**config.mk**
```make
export PLATFORM = sky130hd
export DESIGN_NAME = rmst_arbiter
export DESIGN_NICKNAME = d
export VERILOG_FILES = /design/src/rtl/rmst_arbiter.sv
export SDC_FILE = /design/constraint.sdc
export NUM_CORES = 1
export LEC_CHECK = 0
export CELL_PAD_IN_SITES_DETAIL_PLACEMENT = 1
export CELL_PAD_IN_SITES_GLOBAL_PLACEMENT = 1
export CORE_AREA = 2 2 479 481
export DETAILED_ROUTE_END_ITERATION = 7
export DIE_AREA = 0 0 481 483
export PLACE_DENSITY_LB_ADDON = 0.1
export SETUP_SLACK_MARGIN = 0.3
export SLEW_MARGIN = 20
export SYNTH_ARGS = -nofsm -noshare
export SYNTH_HDL_FRONTEND = slang
export SYNTH_SLANG_ARGS = --single-unit
export TNS_END_PERCENT = 20
```
**constraint.sdc**
```tcl
create_clock -name clk -period 3 [get_ports clk]
set_input_delay 0.75 -clock clk [delete_from_list [all_inputs] [get_ports clk]]
set_output_delay 0.75 -clock clk [all_outputs]
set_load 0.02 [all_outputs]
```
**src/rtl/rmst_arbiter.sv**
```systemverilog
// Arbitrates NUM_REQ buffers onto one AXI read master and routes the returned beats back.
// Optional macro RMST_ARB_FIXED_PRI_EN: fixed lowest-index priority instead of round-robin.
module rmst_arbiter #(
  parameter int NUM_REQ      = 2,
  parameter int DATA_WIDTH   = 512,
  parameter int ADDR_WIDTH   = 64,
  parameter int BURST_LENGTH = 4,
  localparam int ID_W        = (NUM_REQ > 1) ? $clog2(NUM_REQ) : 1
) (
  input  logic                          clk,
  input  logic                          rst,
  input  logic [NUM_REQ-1:0]            req_vec,
  input  logic [NUM_REQ*ADDR_WIDTH-1:0] req_addr,
  output logic [NUM_REQ-1:0]            done_vec,
  output logic [DATA_WIDTH-1:0]         s_tdata,
  output logic [NUM_REQ-1:0]            s_valid,
  input  logic [NUM_REQ-1:0]            s_ready,
  output logic                          m_req,
  output logic [ADDR_WIDTH-1:0]         m_addr,
  input  logic                          m_done,
  input  logic [DATA_WIDTH-1:0]         m_tdata,
  input  logic                          m_valid,
  output logic                          m_ready,
  input  logic                          clear,
  output logic                          busy,
  output logic [ID_W-1:0]               grant_id,
  output logic                          err_beat,
  output logic                          err_ovf
);

  localparam int CNT_RAW = $clog2(BURST_LENGTH + 2);
  localparam int CNT_W   = (CNT_RAW < 3) ? 3 : ((CNT_RAW > 8) ? 8 : CNT_RAW);

  typedef enum logic [1:0] {S_IDLE, S_ISSUE, S_WAIT} state_e;

  state_e                  state_q, state_d;
  logic [NUM_REQ-1:0]      pending_q, pending_d;
  logic [ADDR_WIDTH-1:0]   addr_lat_q [NUM_REQ];
  logic [ADDR_WIDTH-1:0]   req_addr_a [NUM_REQ];
  logic [ID_W-1:0]         grant_q, grant_d;
  logic [ADDR_WIDTH-1:0]   m_addr_q, m_addr_d;
  logic [CNT_W-1:0]        cnt_q, cnt_d, cnt_plus;
  logic                    err_beat_q, err_beat_d;
  logic                    err_ovf_q, err_ovf_d;
  logic [NUM_REQ-1:0]      gnt_oh, inflight, accept, dup, set_new, cand;
  logic [ID_W-1:0]         winner;
  logic                    beat;

  genvar gi;
  generate
    for (gi = 0; gi < NUM_REQ; gi++) begin : g_addr
      assign req_addr_a[gi] = req_addr[gi*ADDR_WIDTH +: ADDR_WIDTH];
    end
  endgenerate

  assign gnt_oh   = NUM_REQ'(1) << grant_q;
  assign inflight = (state_q != S_IDLE) ? gnt_oh : '0;
  assign accept   = clear ? '0 : req_vec;
  assign dup      = accept & (pending_q | inflight);
  assign set_new  = accept & ~(pending_q | inflight);
  assign cand     = pending_q | accept;

`ifdef RMST_ARB_FIXED_PRI_EN
  always_comb begin
    winner = '0;
    for (int i = NUM_REQ - 1; i >= 0; i--) begin
      if (cand[i]) winner = ID_W'(i);
    end
  end
`else
  logic [ID_W-1:0] rr_ptr_q, rr_ptr_d;

  // First set candidate at or after rr_ptr, wrapping past the top index.
  always_comb begin
    int  idx;
    logic found;
    winner = '0;
    found  = 1'b0;
    idx    = 0;
    for (int k = 0; k < NUM_REQ; k++) begin
      idx = int'(rr_ptr_q) + k;
      if (idx >= NUM_REQ) idx = idx - NUM_REQ;
      if (!found && cand[idx]) begin
        found  = 1'b1;
        winner = ID_W'(idx);
      end
    end
  end

  always_comb begin
    rr_ptr_d = rr_ptr_q;
    if (state_q == S_WAIT && m_done)
      rr_ptr_d = (grant_q == ID_W'(NUM_REQ - 1)) ? '0 : grant_q + 1'b1;
    if (clear) rr_ptr_d = '0;
  end

  always_ff @(posedge clk) begin
    if (rst) rr_ptr_q <= '0;
    else     rr_ptr_q <= rr_ptr_d;
  end
`endif

  assign beat     = m_valid & m_ready;
  assign cnt_plus = (beat && cnt_q != '1) ? cnt_q + 1'b1 : cnt_q;

  always_comb begin
    state_d    = state_q;
    grant_d    = grant_q;
    m_addr_d   = m_addr_q;
    cnt_d      = cnt_q;
    pending_d  = pending_q | set_new;
    err_ovf_d  = err_ovf_q | (|dup);
    err_beat_d = err_beat_q;
    case (state_q)
      S_IDLE: begin
        if (|cand) begin
          grant_d  = winner;
          m_addr_d = pending_q[winner] ? addr_lat_q[winner] : req_addr_a[winner];
          cnt_d    = '0;
          state_d  = S_ISSUE;
        end
      end
      S_ISSUE: begin
        pending_d[grant_q] = 1'b0;
        state_d            = S_WAIT;
      end
      S_WAIT: begin
        cnt_d = cnt_plus;
        if (m_done) begin
          if (cnt_plus != CNT_W'(BURST_LENGTH)) err_beat_d = 1'b1;
          state_d = S_IDLE;
        end
      end
      default: state_d = S_IDLE;
    endcase
    // clear drops queued work but lets an in-flight burst finish.
    if (clear) begin
      pending_d  = '0;
      err_beat_d = 1'b0;
      err_ovf_d  = 1'b0;
    end
  end

  always_ff @(posedge clk) begin
    if (rst) begin
      state_q    <= S_IDLE;
      pending_q  <= '0;
      grant_q    <= '0;
      m_addr_q   <= '0;
      cnt_q      <= '0;
      err_beat_q <= 1'b0;
      err_ovf_q  <= 1'b0;
      for (int i = 0; i < NUM_REQ; i++) addr_lat_q[i] <= '0;
    end else begin
      state_q    <= state_d;
      pending_q  <= pending_d;
      grant_q    <= grant_d;
      m_addr_q   <= m_addr_d;
      cnt_q      <= cnt_d;
      err_beat_q <= err_beat_d;
      err_ovf_q  <= err_ovf_d;
      for (int i = 0; i < NUM_REQ; i++) begin
        if (set_new[i]) addr_lat_q[i] <= req_addr_a[i];
      end
    end
  end

  always_comb begin
    s_valid  = '0;
    done_vec = '0;
    m_ready  = 1'b0;
    s_tdata  = '0;
    if (state_q == S_WAIT) begin
      s_valid  = {NUM_REQ{m_valid}} & gnt_oh;
      done_vec = {NUM_REQ{m_done}} & gnt_oh;
      m_ready  = |(s_ready & gnt_oh);
      s_tdata  = m_tdata;
    end
  end

  assign m_req    = (state_q == S_ISSUE);
  assign m_addr   = m_addr_q;
  assign busy     = (state_q != S_IDLE) | (|pending_q);
  assign grant_id = grant_q;
  assign err_beat = err_beat_q;
  assign err_ovf  = err_ovf_q;

endmodule

```
==> results.py <==
metrics = {
    "cts": {
        "clk-insertion-delay-late_ps": 630,
        "numCtsBuffers": 31,
        "clock_sinks": 203,
        "clkTransAtPathRegs_ps": 50,
        "hold_buffers": 0,
        "h-tree-depth": 1,
        "cts-root-buf": "clkbuf_16",
        "cts_buffer_depth": 3,
        "cts_tree": "done",
    },
    "hold_path": {
        "min_to": "err_beat",
        "hold_path.startpoint": "err_beat",
        "hold_depth": 2,
        "hp-class": "register to register",
    },
    "power": {
        "intPower_uw": 7830,
        "p_seq_share_pct": 27.2,
        "p_leak_uw": 0.01374,
        "p_switching_uw": 4433,
        "clkPwrFrac_pct": 30.1,
        "comb_power_share_pct": 42.8,
        "swShare_pct": 36.15,
        "ir_drop_v": 0.0004895,
        "p_per_area_nw_per_um2": 330.8,
    },
    "sta": {
        "finalHoldViolations": 0,
        "slew_headroom_pct": 61.21,
        "fin_setup_tns_ps": 0,
        "setup_viol": 0,
        "layout_min_cycle_time_ps": 2992,
        "rsz0062_at_grt": "true",
        "tightest_slew_ps": 581.0,
        "fin_skew_ps": 32.52,
        "max_freq_ghz": 0.3342,
        "timing.final.crit_share_pct": 99.73,
        "maxSlewViolCount": 0,
        "whs_ps": 471.4,
    },
    "place": {
        "portBuffers": 1234,
        "hpwl_mm": 215.9,
        "place_congestion": 0.9974,
    },
    "grt": {
        "grt_max_degree": 65,
        "grt_pass1_vias": 19480,
        "gr-usage-all-layers_pct": 20.12,
        "grt_pass1_wl_mm": 290.8,
        "grt-ovfl-total": 0,
        "antenna_found_initial": 250,
    },
    "drt": {
        "totalWireLength_mm": 242.8,
        "wl_per_cell_um": 41.00,
        "routed_via_density": 3.246,
        "drc": 0,
        "ant_nets": 0,
        "drt_iter0_drc": 898,
        "via_count": 19220,
        "dr.pass1.iters": 4,
    },
    "logic_synthesis": {
        "synth_most_common_cell": "and2_1",
        "yosysUniqueCellTypes": 50,
        "synthTopCellsByArea": "and2_1, edfxtp_1, dfxtp_1, a221oi_2, mux2i_1",
        "netlist_instances": 1543,
        "synthTopCellsByCount": "and2_1, edfxtp_1, clkbuf_1, dfxtp_1, nand2_1",
        "ys_ff_latch": 203,
        "ys.flop_type": "edfxtp_1",
        "synth_top_area_share_pct": 27.21,
        "synth.avg_cell_area_um2": 9.536,
        "synthArstFlopShare_pct": 0,
        "seq_area_frac_synth_pct": 36.33,
        "syn_area_um2": 14710,
        "synth_edf_count": 128,
        "ys_warn_count": 0,
        "synth_fp_nets": 2194,
        "yosysTopAreaCell": "and2_1",
    },
    "floorplanning": {
        "start_util_pct": 6.486,
        "die_h_um": 483,
        "die_w_um": 481,
        "core_um2": 226800,
        "rows": 175,
        "dieArea_um2": 232300,
        "io_pins": 1235,
    },
    "layout": {
        "area_delta_synth_final_pct": 151.9,
        "fin_nets": 3493,
        "drive_above_1_share_pct": 33.33,
        "fill_cells": 26070,
    },
    "setup_path": {
        "crit_slowest_cell": "dfxtp_4",
        "critPathTopFamily": "buffers and inverters",
        "worstPathRequired_ps": 2250,
        "worst-path-buf-inv": 4,
        "cp-end-kind": "output pin",
        "r2r-end": "m_addr[18]",
        "cpPeakStageDelay_ps": 360,
        "crit_path_cell_trace": "nor2b_4, buf_12, buf_4, clkbuf_16, and2_1, clkdlybuf4s15_2",
        "path_class": "register to output pin",
        "cp-start-kind": "register",
        "path_max_fanout": 21,
        "rr_worst_depth": 6,
        "arrival_ps": 2240,
        "rrSetupSlack_ps": 590,
        "r2r_start": "rr_ptr_q",
    },
    "job": {
        "timing.max_cap.violations": 0,
    },
    "run_status": {
        "status": "completed",
    },
}
[cell usage in the layout, fill, tap and decap left out, types with 66 or more instances in the layout]
cell             synthesis  final
buf_6                   15     72
and2_1                 640    493
buf_12                   8    370
and2_4                   0    132
buf_4                    1    185
nand2_1                 71     70
clkdlybuf4s50_1          0    714
edfxtp_1               128    128
dfxtp_1                 75     73
mux2i_1                 66     66
[through the flow]
stage / total power, µW / util (%) / cell area [µm²] / std cells / worst slack, ps
detailed placement: 8499 / 15.33 / 34780 / 5773 / -215.5
CTS: 12480 / 16.02 / 36350 / 5861 / -189.5
finish: 12260 / 16.34 / 37070 / 5922 / 8.043
global placement: 8492 / 15.33 / 34780 / 5773 / -173.6
global route: 12760 / 16.30 / 36970 / 5884 / -88.10
floorplan: 4975 / - / 14720 / 1543 / -17.34
[per-layer routing]
| metal | global-route usage (%) | vias to the layer above | wire [µm] |
|---|---|---|---|
| met4 | 1.999 | 170 | 4034 |
| met2 | 32.49 | 959 | 109400 |
| met3 | 8.749 | 426 | 23310 |
| met5 | 0 | - | 1079 |
| met1 | 25.39 | 9445 | 105000 |
| li1 | - | 8222 | - |
[tightest hold or removal path, cell delays in order (launching register included)]
cell,delay (ps)
dfxtp_1,320
inv_1,50
a21oi_1,50
[layout make-up]
class	count	area [µm²]	share of cell area (%)
repair buffers	1444	18140	48.93
multi-input cells	1158	8733	23.56
flip-flops and latches	203	5350	14.43
well taps	3009	3765	10.16
clock buffers	49	873.3	2.356
diodes	48	120.1	0.3240
clock inverters	7	73.82	0.1991
inverters	4	15.01	0.04050
[registers in the layout (all words and copies together) (netlist names)]
register,count
err_beat,1
addr_lat_q,128
err_ovf,1
pending_q,2
state_q,2
cnt_q,3
grant_id,1
rr_ptr_q,1
m_addr,64
[timing repair]
| item | in CTS | in global routing |
|---|---|---|
| pin swaps | 8 | 35 |
| buffers inserted | 21 | 9 |
| gates cloned | 11 | 4 |
| endpoints found under the setup margin | 518 | 516 |
| gates resized for setup | 714 | 243 |
[worst max-delay path by stage]
stage | from | endpoint | cells past startpoint
finish | state_q[0] | s_tdata[126] | 6
detailed placement | m_tdata[151] | s_tdata[151] | 4
CTS | state_q[0] | s_tdata[35] | 5
global placement | m_tdata[151] | s_tdata[151] | 4
floorplan | clear | addr_lat_q[1][0] | 3
global route | state_q[0] | s_tdata[53] | 7
[cells by family after synthesis]
family                     Yosys count  synth area share [%]
DFF                                203                 36.33
muxes                               66                 4.490
adders and majority gates            2                0.1700
buffers and inverters              182                 7.355
AOI/OAI and AO/OA                  274                 18.07
and+or+nand+nor                    816                 33.59
[power groups by stage]
stage	registers (µW)	logic, µW	clock network [µW]
after floorplan	3460	1510	0
after global placement	3390	5100	0
after detailed placement	3400	5100	0
after CTS	3340	5250	3890
after global routing	3360	5480	3920
final	3330	5240	3690
(Power assumes the default switching activity.)
